--- config.mk ---
export PLATFORM = sky130hd
export DESIGN_NAME = ps2_event_queue
export DESIGN_NICKNAME = d
export VERILOG_FILES = /design/src/rtl/ps2_event_queue.sv
export SDC_FILE = /design/constraint.sdc
export NUM_CORES = 1
export LEC_CHECK = 0
export ABC_AREA = 1
export BUFFER_PORTS_ARGS = -buffer_cell sky130_fd_sc_hd__buf_4
export CAP_MARGIN = 25
export CELL_PAD_IN_SITES_DETAIL_PLACEMENT = 2
export CELL_PAD_IN_SITES_GLOBAL_PLACEMENT = 2
export CORE_AREA = 5 5 145 147
export DETAILED_ROUTE_END_ITERATION = 8
export DIE_AREA = 0 0 150 152
export PLACE_DENSITY_LB_ADDON = 0.1
export RECOVER_POWER = 50
export SYNTH_ARGS = -nofsm -noshare
export SYNTH_HDL_FRONTEND = slang
export SYNTH_SLANG_ARGS = --single-unit
--- constraint.sdc ---
create_clock -name clock -period 2.3 [get_ports clock]
set_input_delay 0.345 -clock clock [delete_from_list [all_inputs] [get_ports clock]]
set_output_delay 0.345 -clock clock [all_outputs]
set_load 0.01 [all_outputs]
--- src/rtl/ps2_event_queue.sv ---
// PS/2 scancode folder plus show-ahead event FIFO: E0/F0 prefixes become {ext,release,code} events.
// Optional typematic-repeat suppression is compiled in with `define KBD_REPEAT_FILTER_EN.
module ps2_event_queue #(
  parameter int DEPTH_LOG2 = 4
) (
  input  logic                  clock,
  input  logic                  rst,
  input  logic [7:0]            ps2_data,
  input  logic                  ps2_hit,
  input  logic                  rd,
  output logic                  ev_valid,
  output logic [7:0]            ev_code,
  output logic                  ev_ext,
  output logic                  ev_release,
  output logic [DEPTH_LOG2:0]   count,
  output logic                  overflow,
  input  logic                  ovf_clear,
  output logic [1:0]            dbg_state_o
);

  localparam int DEPTH = 1 << DEPTH_LOG2;
  localparam int PW    = DEPTH_LOG2 + 1;

  typedef enum logic [1:0] {
    ST_IDLE    = 2'd0,
    ST_EXT     = 2'd1,
    ST_BRK     = 2'd2,
    ST_EXT_BRK = 2'd3
  } dec_state_e;

  dec_state_e state_q, state_d;

  logic       dec_push;
  logic       dec_ext;
  logic       dec_rel;
  logic [7:0] dec_code;
  logic       ev_push;

  // Decoder: state register
  always_ff @(posedge clock) begin
    if (rst) state_q <= ST_IDLE;
    else     state_q <= state_d;
  end

  // Decoder: next state, only moves on a received byte
  always_comb begin
    state_d = state_q;
    if (ps2_hit) begin
      unique case (state_q)
        ST_IDLE: begin
          if (ps2_data == 8'hE0)      state_d = ST_EXT;
          else if (ps2_data == 8'hF0) state_d = ST_BRK;
          else                        state_d = ST_IDLE;
        end
        ST_EXT: begin
          if (ps2_data == 8'hF0)      state_d = ST_EXT_BRK;
          else if (ps2_data == 8'hE0) state_d = ST_EXT;
          else                        state_d = ST_IDLE;
        end
        ST_BRK:     state_d = ST_IDLE;
        ST_EXT_BRK: state_d = ST_IDLE;
        default:    state_d = ST_IDLE;
      endcase
    end
  end

  // Decoder: event output; in the break states any byte, even a prefix value, is the code
  always_comb begin
    dec_push = 1'b0;
    dec_ext  = 1'b0;
    dec_rel  = 1'b0;
    dec_code = ps2_data;
    if (ps2_hit) begin
      unique case (state_q)
        ST_IDLE: begin
          dec_push = (ps2_data != 8'hE0) && (ps2_data != 8'hF0) &&
                     (ps2_data != 8'hE1) && (ps2_data != 8'h00) &&
                     (ps2_data != 8'hFF);
        end
        ST_EXT: begin
          dec_push = (ps2_data != 8'hF0) && (ps2_data != 8'hE0);
          dec_ext  = 1'b1;
        end
        ST_BRK: begin
          dec_push = 1'b1;
          dec_rel  = 1'b1;
        end
        ST_EXT_BRK: begin
          dec_push = 1'b1;
          dec_ext  = 1'b1;
          dec_rel  = 1'b1;
        end
        default: dec_push = 1'b0;
      endcase
    end
  end

  assign dbg_state_o = state_q;

`ifdef KBD_REPEAT_FILTER_EN
  logic       lm_valid_q;
  logic       lm_ext_q;
  logic [7:0] lm_code_q;
  logic       lm_match;
  logic       repeat_hit;

  assign lm_match   = lm_valid_q && (lm_ext_q == dec_ext) && (lm_code_q == dec_code);
  assign repeat_hit = dec_push && !dec_rel && lm_match;
  assign ev_push    = dec_push && !repeat_hit;

  // Tracks the key currently held; its release re-arms the filter
  always_ff @(posedge clock) begin
    if (rst) begin
      lm_valid_q <= 1'b0;
      lm_ext_q   <= 1'b0;
      lm_code_q  <= 8'h00;
    end else if (dec_push) begin
      if (!dec_rel && !repeat_hit) begin
        lm_valid_q <= 1'b1;
        lm_ext_q   <= dec_ext;
        lm_code_q  <= dec_code;
      end else if (dec_rel && lm_match) begin
        lm_valid_q <= 1'b0;
      end
    end
  end
`else
  assign ev_push = dec_push;
`endif

  // FIFO: extra pointer MSB separates full from empty
  logic [9:0]    mem_q [DEPTH];
  logic [PW-1:0] wr_ptr_q, wr_ptr_d;
  logic [PW-1:0] rd_ptr_q, rd_ptr_d;
  logic          overflow_q, overflow_d;
  logic          fifo_empty;
  logic          fifo_full;
  logic          do_pop;
  logic          do_push;
  logic          drop;
  logic [9:0]    head;

  assign fifo_empty = (wr_ptr_q == rd_ptr_q);
  assign fifo_full  = (wr_ptr_q[PW-1] != rd_ptr_q[PW-1]) &&
                      (wr_ptr_q[PW-2:0] == rd_ptr_q[PW-2:0]);
  assign do_pop     = rd && !fifo_empty;
  assign do_push    = ev_push && (!fifo_full || do_pop);
  assign drop       = ev_push && fifo_full && !do_pop;

  always_comb begin
    wr_ptr_d   = wr_ptr_q;
    rd_ptr_d   = rd_ptr_q;
    overflow_d = overflow_q;
    if (do_push) wr_ptr_d = wr_ptr_q + 1'b1;
    if (do_pop)  rd_ptr_d = rd_ptr_q + 1'b1;
    if (drop)           overflow_d = 1'b1;
    else if (ovf_clear) overflow_d = 1'b0;
  end

  always_ff @(posedge clock) begin
    if (rst) begin
      wr_ptr_q   <= '0;
      rd_ptr_q   <= '0;
      overflow_q <= 1'b0;
    end else begin
      wr_ptr_q   <= wr_ptr_d;
      rd_ptr_q   <= rd_ptr_d;
      overflow_q <= overflow_d;
    end
  end

  // Storage needs no reset: the head is masked while the queue is empty
  always_ff @(posedge clock) begin
    if (!rst && do_push) mem_q[wr_ptr_q[PW-2:0]] <= {dec_ext, dec_rel, dec_code};
  end

  assign head       = mem_q[rd_ptr_q[PW-2:0]];
  assign ev_valid   = !fifo_empty;
  assign ev_ext     = ev_valid ? head[9]   : 1'b0;
  assign ev_release = ev_valid ? head[8]   : 1'b0;
  assign ev_code    = ev_valid ? head[7:0] : 8'h00;
  assign count      = wr_ptr_q - rd_ptr_q;
  assign overflow   = overflow_q;

endmodule
## Word-level counts from Yosys, hierarchy flattened

Memory sizes are Yosys's and may differ from the RTL's. A register that Yosys moved wholly into a read port is not among the register bits.
Index checks and enable logic that the tools add are counted.

| storage, ports and cells | value |
|---|---|
| RAM bits | 160 |
| memories kept | 1 |
| bits in registers | 13 |
| logic and storage cells | 60 |

Memories:

| name | words | bits a word | rd ports | clocked after Yosys merged registers in | wr ports | line | RTL |
|---|---|---|---|---|---|---|---|
| mem_q | 16 | 10 | 1 | 1 | 1 | 132 | `logic [9:0] mem_q [DEPTH];` |

| cells by class | value |
|---|---|
| add/subtract/negate cells | 3 |
| reduce and logical (&&, ||, !) cells | 20 |
| equal/unequal tests | 12 |
| mux-type cells | 20 |

Operator list:

| cell | count |
|---|---|
| != test 8 bit, second input constant | 4 |
| == test 8 bit, second input constant | 2 |
| 2-to-1 mux 1 bit | 12 |
| adder 5 x 1 -> 5 bit, second input constant | 2 |
| logical AND 1 bit | 10 |
| 2-to-1 mux 4 bit | 2 |
| 2-to-1 mux 8 bit | 1 |
| nonzero test 8 bit | 1 |
| 2-to-1 mux 2 bit | 3 |
| case mux 2 bit (3 select lines) | 1 |
| == test 5 bit | 1 |
| subtractor 5 bit | 1 |
| == test 2 bit, second input constant | 2 |
| == test 4 bit | 1 |
| logical NOT 1 bit | 4 |
| OR reduction 2 bit | 2 |
| case mux 1 bit (3 select lines) | 1 |
| == test 2 x 1 -> 1 bit, second input constant | 1 |
| logical NOT 2 bit | 1 |
| nonzero test 2 bit | 1 |
| logical OR 1 bit | 1 |
| != test 1 bit | 1 |

## Depth between registers and ports, before layout

| logic depth | value |
|---|---|
| depth after elaboration | 11 |
| mapped depth | 11 |

## Least setup slack after synthesis

Ideal clock, no wire load.

| path | value |
|---|---|
| path type | register to register |
| from | register wr_ptr_q[0] |
| to | memory mem_q[10][0] (enable) |
| path slack | -0.085 ns |
| period minus slack after synthesis | 2.385 ns |
| buffers on the path | 1 |
| cell stages (with the launch flop) | 9 |
| arrival | 1.996 ns |
| cells stage by stage | dfxtp_1 > inv_1 > ha_1 > nand2_1 > nor2_2 > nand3_1 > nand3_2 > buf_6 > nor3_1 |

| on the way | value |
|---|---|
| longest elaborated chain between the ends | 8 |
| elaborated cells between the ends (all ways) | 11 |
| those cells by class | eq/ne (2); mux (2); reduce/logical (7) |

RTL lines:

| what | line | RTL |
|---|---|---|
| from (decl) | 133 | `logic [PW-1:0] wr_ptr_q, wr_ptr_d;` |
| from (signal assigned) | 166 | `wr_ptr_q <= wr_ptr_d;` |
| == test 5 bit or == test 4 bit (tied branches) | 143, 145 |  |
| logical NOT 1 bit or logical AND 1 bit (tied branches) | 146, 144 |  |
| logical AND 1 bit or logical NOT 1 bit (tied branches) | 146, 147 |  |
| logical OR 1 bit | 147 | `assign do_push = ev_push && (!fifo_full \|\| do_pop);` |
| logical AND 1 bit | 147 |  |
| logical AND 1 bit | 174 | `if (!rst && do_push) mem_q[wr_ptr_q[PW-2:0]] <= {dec_ext, dec_rel, dec_code};` |
| 2-to-1 mux 1 bit | 174 |  |
| 2-to-1 mux 1 bit (not written as such) | 174 |  |
| to (decl) | 132 |  |

Parallel ways exist; a longest one is shown, timed or not.

==> reports/summary.txt <==
CTS H-tree depth -> 4
Reg power frac -> 41.3%
drt total wl -> 26.7 mm
slowest CP cell -> dfxtp_4
yosys warns -> 0
static leakage -> 3.37 nW
Mapped Cells -> 607
Critical Path RT -> 1960 ps
Post-Route M1 WL -> 10.9 mm
area grow syn2layout -> 34.2%
Cell Count, Final, Fillers Out -> 993
Net Sw Power -> 2.62 mW
worst relative slew slack -> 24.4%
initial core utilization -> 37.1%
CP max stage delay -> 390 ps
top cell type's share of synthesized area -> 65.5%
GRT overflow -> 0
Syn Nets -> 630
Crit Reg-Reg Endpoint -> mem_q[10][1]$_DFFE_PP_
first-pass GRT wire length -> 39.2 mm
R2R Setup Slk -> 210 ps
Clk pwr share -> 33.3%
Clk Latency, worst-skew pair -> 440 ps
drt drc -> 0
Hold Crit Depth -> 2
die height -> 152 microns
crit-path max FO -> 6
clock-pin slew on the worst setup and hold paths -> 70 ps
Comb pwr share -> 25.5%
Power Density -> 882 nW/um^2
port bufs -> 31
top cells by area, synth -> edfxtp_1, nor2_1, o21ai_0
Hold Startpoint -> rst
Peak VDD IR -> 0.398 mV
clock buffer depth -> 2
Net Sw Frac -> 30.2%
minimum clock period -> 2360 ps
critical path cell sequence -> inv_8 > buf_8 > buf_16 > nor2_1 > o221ai_2 > nand3_1 > a21oi_2 > buf_4
Max Cap Viol -> 0
Site Rows -> 52
area of placed instances -> 8250 sq um
Reg2Reg Depth -> 10
nature of the critical path endpoint -> primary output
post-DP HPWL -> 15.8 mm
DRT Pass-1 Iters -> 5
library cell with the largest summed area after synthesis -> edfxtp_1
Fillers -> 1,928
Total Nets Final -> 733
maximum achievable frequency -> 424 MHz
Final Worst Setup Slack -> -60.6 ps
Avg Cell Area, Syn -> 12.1 sq um
Final Util -> 49.8%
Num CTS Buffers -> 17
chip width -> 150 microns
crit start category -> flop
Vias -> 5,514
Fin. Hold Viols -> 0
routability cong. -> 0.781
ANT cells -> 0
Top Ports -> 32
Synth cell types -> 31
Max Slew Vio Count -> 0
Routed met2 length -> 13.7 mm
Final Cell Area -> 9850 sq um
layout cell share with drive strength beyond 1 -> 32.1%
initial antenna violation count -> 1
Critical R2R Launch -> wr_ptr_q[0]$_SDFFE_PP0P_
Worst Tran Pin Value -> 1130 ps
hold endpoint -> wr_ptr_q[2]$_SDFFE_PP0P_
cell count after placement -> 922
# setup viols final -> 7
met3 WL post-DR -> 1.39 mm
worst setup path category -> flop to primary output
Seq/Total Area, Yosys -> 70.1%
routed vias/inst -> 5.55
internal power -> 6.07 mW
Mapped Area -> 7340 sq um
worst hold slack -> 124 ps
unrepaired setup endpoints after global routing -> true
Worst Hold Class -> primary input to flop
status -> finished, violations left
CTS tree -> done
violated checks -> negative setup slack
global-route usage over all layers -> 23.7%
Crit path arrival time -> 2020 ps
Routed Antenna Nets -> 0
core area -> 19,800 sq um
Root Buffer -> clkbuf_16
Top Layer Used -> met4
area of the die -> 22,800 sq um
routed len/inst -> 26.9 microns
Buf+Inv Stages, Crit Path -> 4
crit-path leading delay family -> buffers and inverters
vias in the first global route -> 5,994
Tcrit/Tclk final -> 103%
Layout Skew -> 11.0 ps
Synth Register Bits -> 177
clk sinks -> 177
largest net degree at the start of global routing -> 31
DR iter-0 viols -> 405
[worst register-to-register path: stages (launching register included)]
cell	delay, ps
dfxtp_1	380
inv_4	70
ha_4	230
nand2_4	80
nor2_4	40
buf_4	130
nand3_1	110
nand3_1	110
buf_4	200
nor3_1	150
buf_4	270
[sequential cells by signal, summed over array words and instances, names as in the netlist, named ones only]
register,flops
overflow,1
rd_ptr_q,5
dbg_state_o,2
wr_ptr_q,5
mem_q,160
[through the flow]
step | worst slack [ps] | setup TNS [ps] | power [mW]
floorplan | -85.4 | -2560 | 4.31
detailed placement | 40.8 | 0 | 5.01
finish | -60.6 | -192 | 8.69
global route | -115 | -1120 | 9.02
global placement | 175 | 0 | 4.97
CTS | -39.2 | -237 | 8.57
[layout make-up]
cell class	count	area, sq um	area share [%]
Clock buffer	18	429	4.36
Clock inverter	14	148	1.50
Inverter	28	121	1.23
Multi-Input combinational cell	368	2360	24.0
Sequential cell	177	5170	52.5
Tap cell	270	338	3.43
Timing Repair Buffer	118	1280	13.0
[cells in the mapped netlist]
library cell / count
a31oi_1: 1
nand3_1: 24
nand3b_1: 2
o21ai_0: 87
nor2_2: 2
xor2_1: 5
buf_2: 9
o22ai_1: 6
nand2_1: 35
buf_6: 1
clkbuf_1: 23
a21boi_2: 1
nor3b_1: 1
fa_1: 1
nor3_1: 6
ha_1: 9
nand4_1: 3
a21oi_1: 19
dfxtp_1: 17
o21ai_1: 1
inv_1: 26
o221ai_1: 34
nand3_2: 2
nand2_2: 4
o211ai_1: 1
buf_1: 1
xnor2_1: 3
nor2_1: 120
nor2_4: 1
inv_2: 2
edfxtp_1: 160
[power groups by stage]
stage / Clock, mW / Combinational, mW / Sequential, mW
CTS: 2.91 / 2.08 / 3.58
global route: 3.09 / 2.33 / 3.59
detailed placement: 0 / 1.38 / 3.64
floorplan: 0 / 0.691 / 3.62
global placement: 0 / 1.33 / 3.64
finish: 2.89 / 2.21 / 3.58
[repair_timing]
item | in CTS | in global routing
setup endpoints to repair | 11 | 12
setup buffers | 21 | 10
cloned | 9 | 1
hold buffers | 0 | 0
pin swaps | 48 | 52
gates resized for setup | 126 | 64
[metal layers]
layer | up-vias | global-route usage (%)
met5 | - | 0
met4 | 0 | 7.32
met3 | 41 | 5.36
met2 | 164 | 40.5
met1 | 2874 | 29.8
li1 | 2435 | -
[cells in the final DEF (no fill, tap or decap), types with 19 or more instances in the layout]
cell      instances
o221ai_2         23
clkbuf_1         22
edfxtp_1        160
buf_4            56
o21ai_1          24
inv_1            19
nand2_1          35
o21ai_0          45
nand3_1          19
nor2_1          111
[worst max path at each step]
stage               cells past startpoint  slack, ps                endpoint                startpoint
floorplan                               8        -90  mem_q[10][0]$_DFFE_PP_  wr_ptr_q[0]$_SDFFE_PP0P_
global placement                       10        170  mem_q[10][0]$_DFFE_PP_               ps2_data[7]
detailed placement                      9         40              ev_code[2]  rd_ptr_q[2]$_SDFFE_PP0N_
CTS                                     9        -40                  ev_ext                      flop
global route                            8       -110              ev_code[3]                      flop
finish                                  8        -60              ev_code[3]                      flop
[logic make-up (layout without fill, tap and decap cells)]
| kind of cell | after synthesis | after routing | share of synthesized area, % |
|---|---|---|---|
| and+or+nand+nor | 200 | 200 | 11.5 |
| DFF | 177 | 177 | 70.1 |
| AOI/OAI and AO/OA | 150 | 150 | 12.2 |
| buffers and inverters | 62 | 178 | 3.43 |
| adders and majority gates | 10 | 10 | 1.81 |
| xor gates and xnor gates | 8 | 8 | 0.955 |
Note: power is estimated with default switching activity, not from simulation.
